$ cat src/rtl/pdm_demod_if.sv
// PDM demodulator bus: qualified 1-bit stream in, decimated samples out.
// master drives ce/din and reads dout/valid/sat; slave is the demodulator.
interface pdm_demod_if #(
  parameter int NBITS = 11
);
  logic             ce;
  logic             din;
  logic [NBITS-1:0] dout;
  logic             valid;
  logic             sat;

  modport master (
    output ce, din,
    input  dout, valid, sat
  );

  modport slave (
    input  ce, din,
    output dout, valid, sat
  );
endinterface

$ cat src/rtl/pdm_demod.sv
// Boxcar PDM demodulator: counts ones over 2^DECIM_LOG2 ce samples.
// Ports: clk, rst (sync, active high), bus (slave: ce/din in, dout/valid/sat out).
module pdm_demod #(
  parameter int NBITS       = 11,
  parameter int DECIM_LOG2  = 11,
  parameter int SYNC_STAGES = 2
) (
  input  logic     clk,
  input  logic     rst,
  pdm_demod_if.slave bus
);

  localparam int CW  = DECIM_LOG2 + 1;
  localparam int SW  = NBITS + DECIM_LOG2 + 1;
  localparam int LSH = (NBITS > DECIM_LOG2) ? NBITS - DECIM_LOG2 : 0;
  localparam int RSH = (DECIM_LOG2 > NBITS) ? DECIM_LOG2 - NBITS : 0;

  localparam logic [DECIM_LOG2-1:0] LAST = '1;
  localparam logic [SW-1:0] MAXV =
    {{(SW-NBITS){1'b0}}, {NBITS{1'b1}}};

  logic ce_d;
  logic din_d;

  // ce travels with din so each bit keeps its qualifier
  generate
    if (SYNC_STAGES == 0) begin : g_nosync
      assign ce_d  = bus.ce;
      assign din_d = bus.din;
    end else begin : g_sync
      logic [SYNC_STAGES-1:0] ce_sr;
      logic [SYNC_STAGES-1:0] din_sr;

      always_ff @(posedge clk) begin
        if (rst) begin
          ce_sr  <= '0;
          din_sr <= '0;
        end else begin
          ce_sr  <= (ce_sr << 1) | SYNC_STAGES'(bus.ce);
          din_sr <= (din_sr << 1) | SYNC_STAGES'(bus.din);
        end
      end

      assign ce_d  = ce_sr[SYNC_STAGES-1];
      assign din_d = din_sr[SYNC_STAGES-1];
    end
  endgenerate

  logic [DECIM_LOG2-1:0] sample_cnt;
  logic [CW-1:0]         ones_cnt;
  logic [CW-1:0]         total;
  logic [SW-1:0]         scaled;
  logic                  last;
  logic                  clip;

  always_comb begin
    last   = ce_d && (sample_cnt == LAST);
    total  = ones_cnt + CW'(din_d);
    scaled = (SW'(total) << LSH) >> RSH;
    clip   = scaled > MAXV;
  end

  // window end reloads ones_cnt with 0 so the next bit
  // starts a fresh window without a gap
  always_ff @(posedge clk) begin
    if (rst) begin
      sample_cnt <= '0;
      ones_cnt   <= '0;
      bus.dout   <= '0;
      bus.valid  <= 1'b0;
      bus.sat    <= 1'b0;
    end else begin
      bus.valid <= 1'b0;
      bus.sat   <= 1'b0;
      if (ce_d) begin
        sample_cnt <= sample_cnt + DECIM_LOG2'(1);
        ones_cnt   <= last ? '0 : total;
      end
      if (last) begin
        bus.valid <= 1'b1;
        bus.sat   <= clip;
        bus.dout  <= clip ? '1 : scaled[NBITS-1:0];
      end
    end
  end

endmodule

$ cat src/flat_wrapper.sv
// flat-port wrapper written by rule: the top's interface ports become plain ports
module pdm_demod_flat 
#(
  parameter int NBITS       = 11,
  parameter int DECIM_LOG2  = 11,
  parameter int SYNC_STAGES = 2
)
  (clk, rst, bus_ce, bus_din, bus_dout, bus_valid, bus_sat);
  pdm_demod_if #(.NBITS(NBITS)) bus_i ();
  input  logic clk;
  input  logic rst;
  input wire logic [$bits(bus_i.ce)-1:0] bus_ce;
  input wire logic [$bits(bus_i.din)-1:0] bus_din;
  output wire logic [$bits(bus_i.dout)-1:0] bus_dout;
  output wire logic [$bits(bus_i.valid)-1:0] bus_valid;
  output wire logic [$bits(bus_i.sat)-1:0] bus_sat;
  assign bus_i.ce = bus_ce;
  assign bus_i.din = bus_din;
  assign bus_dout = bus_i.dout;
  assign bus_valid = bus_i.valid;
  assign bus_sat = bus_i.sat;
  pdm_demod #(.NBITS(NBITS), .DECIM_LOG2(DECIM_LOG2), .SYNC_STAGES(SYNC_STAGES)) u_core (.clk(clk), .rst(rst), .bus(bus_i));
endmodule
$ cat config.mk
export PLATFORM = sky130hd
export DESIGN_NAME = pdm_demod_flat
export DESIGN_NICKNAME = d
export VERILOG_FILES = /design/src/rtl/pdm_demod_if.sv /design/src/rtl/pdm_demod.sv /design/src/flat_wrapper.sv
export SDC_FILE = /design/constraint.sdc
export NUM_CORES = 1
export LEC_CHECK = 0
export CORE_MARGIN = 1
export CORE_UTILIZATION = 50
export DETAILED_ROUTE_END_ITERATION = 6
export GPL_ROUTABILITY_DRIVEN = 0
export HOLD_SLACK_MARGIN = 0.08
export PLACE_DENSITY = 0.86
export SYNTH_ARGS = -nofsm -noshare
export SYNTH_HDL_FRONTEND = slang
export SYNTH_SLANG_ARGS = --single-unit
$ cat constraint.sdc
create_clock -name clk -period 1.79 [get_ports clk]
set_input_delay 0.179 -clock clk [delete_from_list [all_inputs] [get_ports clk]]
set_output_delay 0.179 -clock clk [all_outputs]
set_load 0.02 [all_outputs]
Word level (Yosys, flattened, before mapping)
Cells that the tools add are included.
Cells by class
  bitwise operators: 3
  muxes and demuxes: 3
  equal/unequal tests: 1
  reductions and logical operators: 2
  add/sub/neg operators: 2
  order comparisons: 1
Operators with widths (count)
  $add 12x1->12: 1
  $gt 12x11->1 const B: 1
  $mux 12: 1
  $add 11x1->11 const B: 1
  $eq 11x11->1 const B: 1
  $mux 11: 1
  $or 2x1->2: 2
  $reduce_or 2->1: 1
  $logic_and 1x1->1: 1
  $mux 1: 1
  $not 1->1: 1
Storage, ports and cells
  bits in registers: 40

Longest topological paths before layout
Gate-level depths: netlist of the first run.
  depth after elaboration: 4
  gate-level depth with buffers: 7
  mapped depth without buffers: 6

Worst setup path before layout of the first run
No wires, ideal clock.
  kind: register to register
  start point: register u_core.sample_cnt[0]
  end point: register u_core.ones_cnt[5]
  library setup time: 0.132 ns
  cell stages (with the launch flop): 8
  required time: 1.658 ns
  clock period less this slack: 1.781 ns
  setup slack: 0.009 ns
  data arrival time: 1.649 ns
  path through: dfxtp_1 ha_1 nand2_1 or4_4 buf_6 buf_8 o211ai_1 a21oi_1
On the way
  cells in the longest elaborated chain, start to end: 3
Ends and longest elaborated chain
  start, declared: line pdm_demod.sv:49  | logic [DECIM_LOG2-1:0] sample_cnt;
  start signal, assigned: line pdm_demod.sv:76  | sample_cnt <= sample_cnt + DECIM_LOG2'(1);
  $eq 11x11->1: line pdm_demod.sv:57  | last = ce_d && (sample_cnt == LAST);
  $logic_and 1x1->1: line pdm_demod.sv:57
  $mux 12: line pdm_demod.sv:77  | ones_cnt <= last ? '0 : total;
  end signal, assigned: line pdm_demod.sv:77
  end, declared: line pdm_demod.sv:50  | logic [CW-1:0] ones_cnt;
No other way between the ends.
A chain may end at the register's enable or synchronous reset.

Final worst setup path of the first run
  start point: register u_core.sample_cnt[1]
  end point: register u_core.bus.dout[0]
On the way
  cells in the longest elaborated chain, start to end: 2
Ends and longest elaborated chain
  $eq 11x11->1: line pdm_demod.sv:57
  $logic_and 1x1->1: line pdm_demod.sv:57
  end signal, assigned: line pdm_demod.sv:82  | bus.dout <= clip ? '1 : scaled[NBITS-1:0];
  end, declared: line pdm_demod_if.sv:19  | output dout, valid, sat
No other way between the ends.

==> impl_metrics.json, run 1 <==
{
  "status": "completed",
  "ctsHoldBuffers": 0,
  "area_delta_synth_final_pct": 22.10,
  "floorplan.initialDensity_pct": 52.79,
  "die_h_um": 61.82,
  "holdCritStartpoint": "bus_ce",
  "yosysMostFrequentCell": "dfxtp_1",
  "cts_tree": "done",
  "cts-htree-levels": 2,
  "r2r_cells": 6,
  "wirelength_mm": 3.348,
  "layout.nets": 232,
  "fillCellCount": 261,
  "r2r_end": "u_core.bus.dout[0]",
  "finish.utilization_pct": 64.45,
  "antenna_cells": 0,
  "grt_first_pass_wirelength_mm": 5.561,
  "relSlewSlack_pct": 75.57,
  "finalSetupViolations": 0,
  "top_layer_used": "met4",
  "synthTopCellsByArea": "dfxtp_1 (45%), nor2_1 (4.4%), xnor2_1 (4.4%)",
  "cpLargestDelayFamily": "simple AND/OR/NAND/NOR gates",
  "rows": 21,
  "grt_max_degree": 28,
  "cts_sinks": 40,
  "cp.depth": 6,
  "synth_seq_cells": 40,
  "coreArea_um2": 3390,
  "synth_top_cell_area_share_pct": 44.76,
  "fin_crit_sh_pct": 95.44,
  "first_global_vias": 1344,
  "cp-end-kind": "flip-flop",
  "power_density_nw_per_um2": 708.8,
  "rsz0062_at_grt": "no",
  "cp_max_fo": 7,
  "io_pins": 17,
  "post-dp-hpwl_mm": 2.264,
  "synthesis.area_um2": 1789,
  "crit_slowest_cell": "or4_4",
  "fin_tns_setup_ns": 0,
  "synthAdderAreaFrac_pct": 2.098,
  "overflow": 0,
  "port_buffers": 16,
  "required_ns": 2.04,
  "regArea_um2": 802.0,
  "yosysSeqAreaShare_pct": 44.76,
  "syn_nets": 204,
  "clock_latency_ns": 0.36,
  "drive_gt1_share_pct": 15.93,
  "finalHoldViolCount": 0,
  "critPathBufInv": 1,
  "drt_iter0_markers": 55,
  "multi_input_area_um2": 925.9,
  "ys_top_cells_by_count": "dfxtp_1 (40), nor2_1 (21), nor3_1 (11)",
  "antenna_found_initial": 0,
  "synthMuxAreaShare_pct": 0.5594,
  "fp.dieArea_um2": 3822,
  "start_kind": "flip-flop",
  "hold_class": "in2reg",
  "startpoint": "u_core.sample_cnt[1]",
  "track_usage_pct": 20.31,
  "slew_viol_final": 0,
  "irDropWorstVdd_mv": 0.6436,
  "final_antenna_net_count": 0,
  "max_freq_mhz": 585.3,
  "fin_crit_ns": 1.708,
  "synth_compound_area_share_pct": 13.64,
  "synth.avg_cell_area_um2": 9.082,
  "r2r_start": "u_core.sample_cnt[1]",
  "drc": 0,
  "numCtsBuffers": 5,
  "wl_met2_mm": 1.614,
  "p_leak_nw": 0.7098,
  "synth_cells": 197,
  "hold-path-endpoint": "u_core.g_sync.ce_sr[0]",
  "cts-root-buf": "clkbuf_4",
  "synth_top_family_by_area": "simple AND/OR/NAND/NOR gates",
  "num_vias": 1499,
  "firstDrtPassIters": 4,
  "synthArstFlopShare_pct": 0,
  "routed-wl-met3_um": 119,
  "clk_pin_slew_worst_paths_ns": 0.11,
  "hold_depth": 2,
  "synth_xor_area_share_pct": 7.343,
  "synth.largest_area_cell": "dfxtp_1",
  "routedWlPerCell_um": 12.31,
  "max-cap-violations": 0,
  "reg2reg_slack_ns": 0.08,
  "ys_types": 41,
  "synth_simple_gate_area_share_pct": 26.43,
  "ys.flop_type": "dfxtp_1",
  "arrival_ns": 1.96,
  "die_x_um": 61.82,
  "synth_edf_count": 0,
  "path_cells": "ha_2, nand2_1, or4_4, buf_4, nor2_1, a211oi_1",
  "critPathKind": "reg2reg",
  "ys_warn_count": 0,
  "clk_path_buf_depth": 2,
  "fin_worst_skew_ns": 0.009230,
  "wl_met1_mm": 1.533,
  "critPathMaxStageDelay_ns": 0.62,
  "tightest_slew_ns": 0.3652,
  "vias_per_cell": 5.511
}
[where the power goes]
part           leakage [nW]  internal [mW]  total [mW]  switching, mW
Clock                0.0412          0.291       0.593          0.302
Combinational         0.345         0.0251      0.0532         0.0281
Sequential            0.323          0.897       0.902        0.00460
Total                 0.710           1.21        1.55          0.335
[through the flow]
stage / power (mW) / cell area [um2] / hold slack [ns] / setup WS [ns] / instances
after floorplan: 0.9538 / 1789 / 0.3072 / 0.008940 / 197
after global placement: 0.9738 / 2058 / 0.4312 / 0.1440 / 261
final: 1.548 / 2185 / 0.3642 / 0.08158 / 272
after detailed placement: 0.9746 / 2058 / 0.4247 / 0.05976 / 261
after CTS: 1.560 / 2138 / 0.3526 / 0.04910 / 269
after global routing: 1.611 / 2185 / 0.3444 / 0.005732 / 272
[worst max path at each step]
stage,slack (ns),endpoint
after CTS,0.05,u_core.bus.dout[5]
final,0.08,u_core.bus.dout[0]
after detailed placement,0.06,u_core.bus.dout[5]
after global routing,0.006,u_core.bus.dout[0]
after floorplan,0.009,u_core.ones_cnt[5]
after global placement,0.14,u_core.bus.dout[7]
[metal layers]
layer  GRT usage [%]  vias up
met5               0        -
met4           10.79        0
met1           22.80      705
met2           33.79       29
met3           7.246        7
li1                -      758
[placed cells by master (no fill, tap or decap), drive strengths merged, types with 2 or more instances in the layout]
master,instances
a211oi,5
a21oi,9
a311oi,4
a31oi,3
buf,17
clkbuf,5
clkdlybuf4s50,16
dfxtp,40
ha,3
inv,5
nand2,10
nand2b,9
nand3,8
nand3b,4
nand4,6
nor2,21
nor2b,4
nor3,12
nor4,4
o211ai,2
o21a,2
o21ai,4
o21bai,2
o32ai,3
or3,2
or4,2
xnor2,9
xor2,6
[worst reg2reg max path, delay by kind of cell (launching register included)]
kind                     cells  cell delay [ns]
AND/OR/NAND/NOR              3             0.81
flip-flops                   1             0.35
AO/OA/AOI/OAI                1             0.07
buffers and inverters        1             0.18
adder cells (fa/ha/maj)      1             0.19
[area by class of cell]
| type | instances | share of cell area, % |
|---|---|---|
| Multi-Input combinational cell | 140 | 42.38 |
| Sequential cell | 40 | 36.71 |
| Timing Repair Buffer | 33 | 13.75 |
| Tap cell | 46 | 2.635 |
| Clock inverter | 3 | 1.947 |
| Clock buffer | 5 | 1.718 |
| Inverter | 5 | 0.8591 |
[timing repair]
| action | in CTS | in global routing |
|---|---|---|
| setup buffers | 0 | 2 |
| setup endpoints to repair | 0 | 11 |
| resized for setup | 0 | 6 |
[registers in the layout (all words and copies together), names as in the netlist]
register and flops:
u_core.bus.dout 11, u_core.bus.sat 1, u_core.bus.valid 1, u_core.g_sync.ce_sr 2, u_core.g_sync.din_sr 2, u_core.ones_cnt 12, u_core.sample_cnt 11
[cell families after synthesis]
| family | after synthesis |
|---|---|
| flip-flops | 40 |
| adder cells (fa/ha/maj) | 3 |
| multiplexers | 1 |
| XOR/XNOR | 15 |
| buffers and inverters | 18 |
| AO/OA/AOI/OAI | 36 |
| AND/OR/NAND/NOR | 84 |
Power figures use the tool's default switching activity.
==> run 2, diff against run 1 <==
- GPL_TIMING_DRIVEN: default -> 0
==> impl_metrics.json, run 2 (synthesis gave the netlist of run 1 again) <==
{
  "arrival_ns": 1.99,
  "top_layer_used": "met4",
  "hold_class": "in2reg",
  "num_vias": 1501,
  "reg.largest.list": "u_core.ones_cnt x12, u_core.bus.dout x11, u_core.sample_cnt x11",
  "r2r_end": "u_core.ones_cnt[8]",
  "first_global_vias": 1391,
  "tightest_slew_ns": 0.5096,
  "required_ns": 2.02,
  "drt_iter0_markers": 106,
  "fillCellCount": 266,
  "start_kind": "flip-flop",
  "path_cells": "ha_4, nand2_4, or4_4, buf_6, buf_8, o211ai_1, a21oi_1",
  "irDropWorstVdd_mv": 0.5100,
  "hold-path-endpoint": "u_core.g_sync.din_sr[0]",
  "top_register": "u_core.ones_cnt",
  "cp_max_fo": 10,
  "die_x_um": 61.82,
  "placement.cell_area_um2": 2007,
  "fin_crit_ns": 1.755,
  "cpLargestDelayFamily": "simple AND/OR/NAND/NOR gates",
  "routed-wl-met3_um": 172,
  "die_h_um": 61.82,
  "relSlewSlack_pct": 66.03,
  "clk_path_buf_depth": 2,
  "cts-root-buf": "clkbuf_4",
  "clock_latency_ns": 0.36,
  "reg2reg_slack_ns": 0.04,
  "track_usage_pct": 22.00,
  "wl_met1_mm": 1.658,
  "p_leak_nw": 0.7168,
  "critPathBufInv": 2,
  "drive_gt1_share_pct": 17.11,
  "hold_depth": 2,
  "numCtsBuffers": 5,
  "wirelength_mm": 3.830,
  "cp-end-kind": "flip-flop",
  "startpoint": "u_core.sample_cnt[0]",
  "finalSetupViolations": 0,
  "antenna_found_initial": 0,
  "power_density_nw_per_um2": 691.8,
  "post-dp-hpwl_mm": 2.475,
  "r2r_start": "u_core.sample_cnt[0]",
  "slew_viol_final": 0,
  "antenna_cells": 0,
  "largest_register_ffs": 12,
  "critPathKind": "reg2reg",
  "area_delta_synth_final_pct": 24.62,
  "clk_pin_slew_worst_paths_ns": 0.12,
  "rsz0062_at_grt": "yes",
  "overflow": 0,
  "rows": 21,
  "wl_met2_mm": 1.950,
  "cts_tree": "done",
  "critPathMaxStageDelay_ns": 0.52,
  "fin_crit_sh_pct": 98.03,
  "status": "completed",
  "holdCritStartpoint": "bus_din",
  "layout_common_cells": "dfxtp_1 (36), nor2_1 (21), clkdlybuf4s50_1 (16)",
  "final_antenna_net_count": 0,
  "fin_worst_skew_ns": 0.01492,
  "max_freq_mhz": 569.9,
  "finalInstanceArea_um2": 2230,
  "firstDrtPassIters": 4,
  "io_pins": 17,
  "cts_sinks": 40,
  "vias_per_cell": 5.478,
  "drc": 0,
  "max-cap-violations": 0,
  "grt_max_degree": 13,
  "r2r_cells": 7,
  "power_mw": 1.542,
  "grt_first_pass_wirelength_mm": 5.996,
  "crit_slowest_cell": "or4_4",
  "layout.nets": 234,
  "coreArea_um2": 3390,
  "floorplan.initialDensity_pct": 52.79,
  "routedWlPerCell_um": 13.98,
  "port_buffers": 16,
  "mostFrequentLayoutCell": "dfxtp_1",
  "cts-htree-levels": 2,
  "finalHoldViolCount": 0,
  "fp.dieArea_um2": 3822,
  "ctsHoldBuffers": 0
}
## run 2: cell count changes in the layout (fill, tap and decap cells not counted), moves of 2 or more
cell      previous run  this run
buf_4               16         9
clkbuf_1             0         5
buf_1                0         3
dfxtp_1             39        36
buf_6                0         2
dfxtp_2              1         3
ha_1                 2         0
nor3_1               9         7
nor3_4               0         2
## run 2: cell type report
class	count	area [um2]	area share (%)
plain buffers	12	78.83	3.535
clock buffers	6	41.29	1.852
clock inverters	2	35.03	1.571
inverters	5	18.77	0.8418
multi-input cells	139	965.9	43.32
flip-flops and latches	40	808.3	36.25
well taps	46	57.56	2.581
repair buffers	24	224.0	10.04
## run 2: how the worst max path moves through the flow
stage | depth (start not counted) | to | slack (ns)
floorplan | 7 | u_core.ones_cnt[5] | 0.009
global placement | 6 | u_core.bus.dout[7] | -0.18
detailed placement | 6 | u_core.bus.dout[7] | -0.20
CTS | 7 | u_core.ones_cnt[8] | 0.003
global route | 5 | u_core.bus.dout[8] | -0.02
finish | 7 | u_core.ones_cnt[8] | 0.04
## run 2: per-stage QoR
| stage | cells | hold slack [ns] | utilization, % | TNS (ns) | setup WS [ns] |
|---|---|---|---|---|---|
| finish | 274 | 0.3720 | 65.78 | 0 | 0.03531 |
| global route | 274 | 0.3470 | 65.78 | -0.04541 | -0.02366 |
| CTS | 271 | 0.3634 | 63.23 | 0 | 0.002660 |
| detailed placement | 259 | 0.4325 | 59.21 | -2.001 | -0.2015 |
| global placement | 259 | 0.4196 | 59.21 | -1.535 | -0.1829 |
| floorplan | 197 | 0.3072 | - | 0 | 0.008940 |
## run 2: repair_timing
item	in CTS	in global routing
endpoints found under the hold margin	0	0
setup buffers	4	3
pin swaps	0	2
gates cloned	0	1
endpoints found under the setup margin	25	22
resized for setup	10	12
## run 2: power breakdown
part           internal, mW  total [mW]  switching [mW]
combinational        0.0244      0.0561          0.0317
clock                 0.293       0.584           0.291
sequential            0.897       0.902         0.00567
total                  1.21        1.54           0.329
## run 2: routing by layer
metal / global-route usage [%] / vias up
met5: 0 / -
met4: 8.889 / 0
met3: 8.075 / 5
met2: 38.40 / 32
met1: 24.18 / 705
li1: - / 759
## run 2: worst register-to-register path, cell delays in order, from the launching register on
cell and delay [ns]:
dfxtp_4 0.39, ha_4 0.15, nand2_4 0.08, or4_4 0.52, buf_6 0.17, buf_8 0.15, o211ai_1 0.09, a21oi_1 0.09
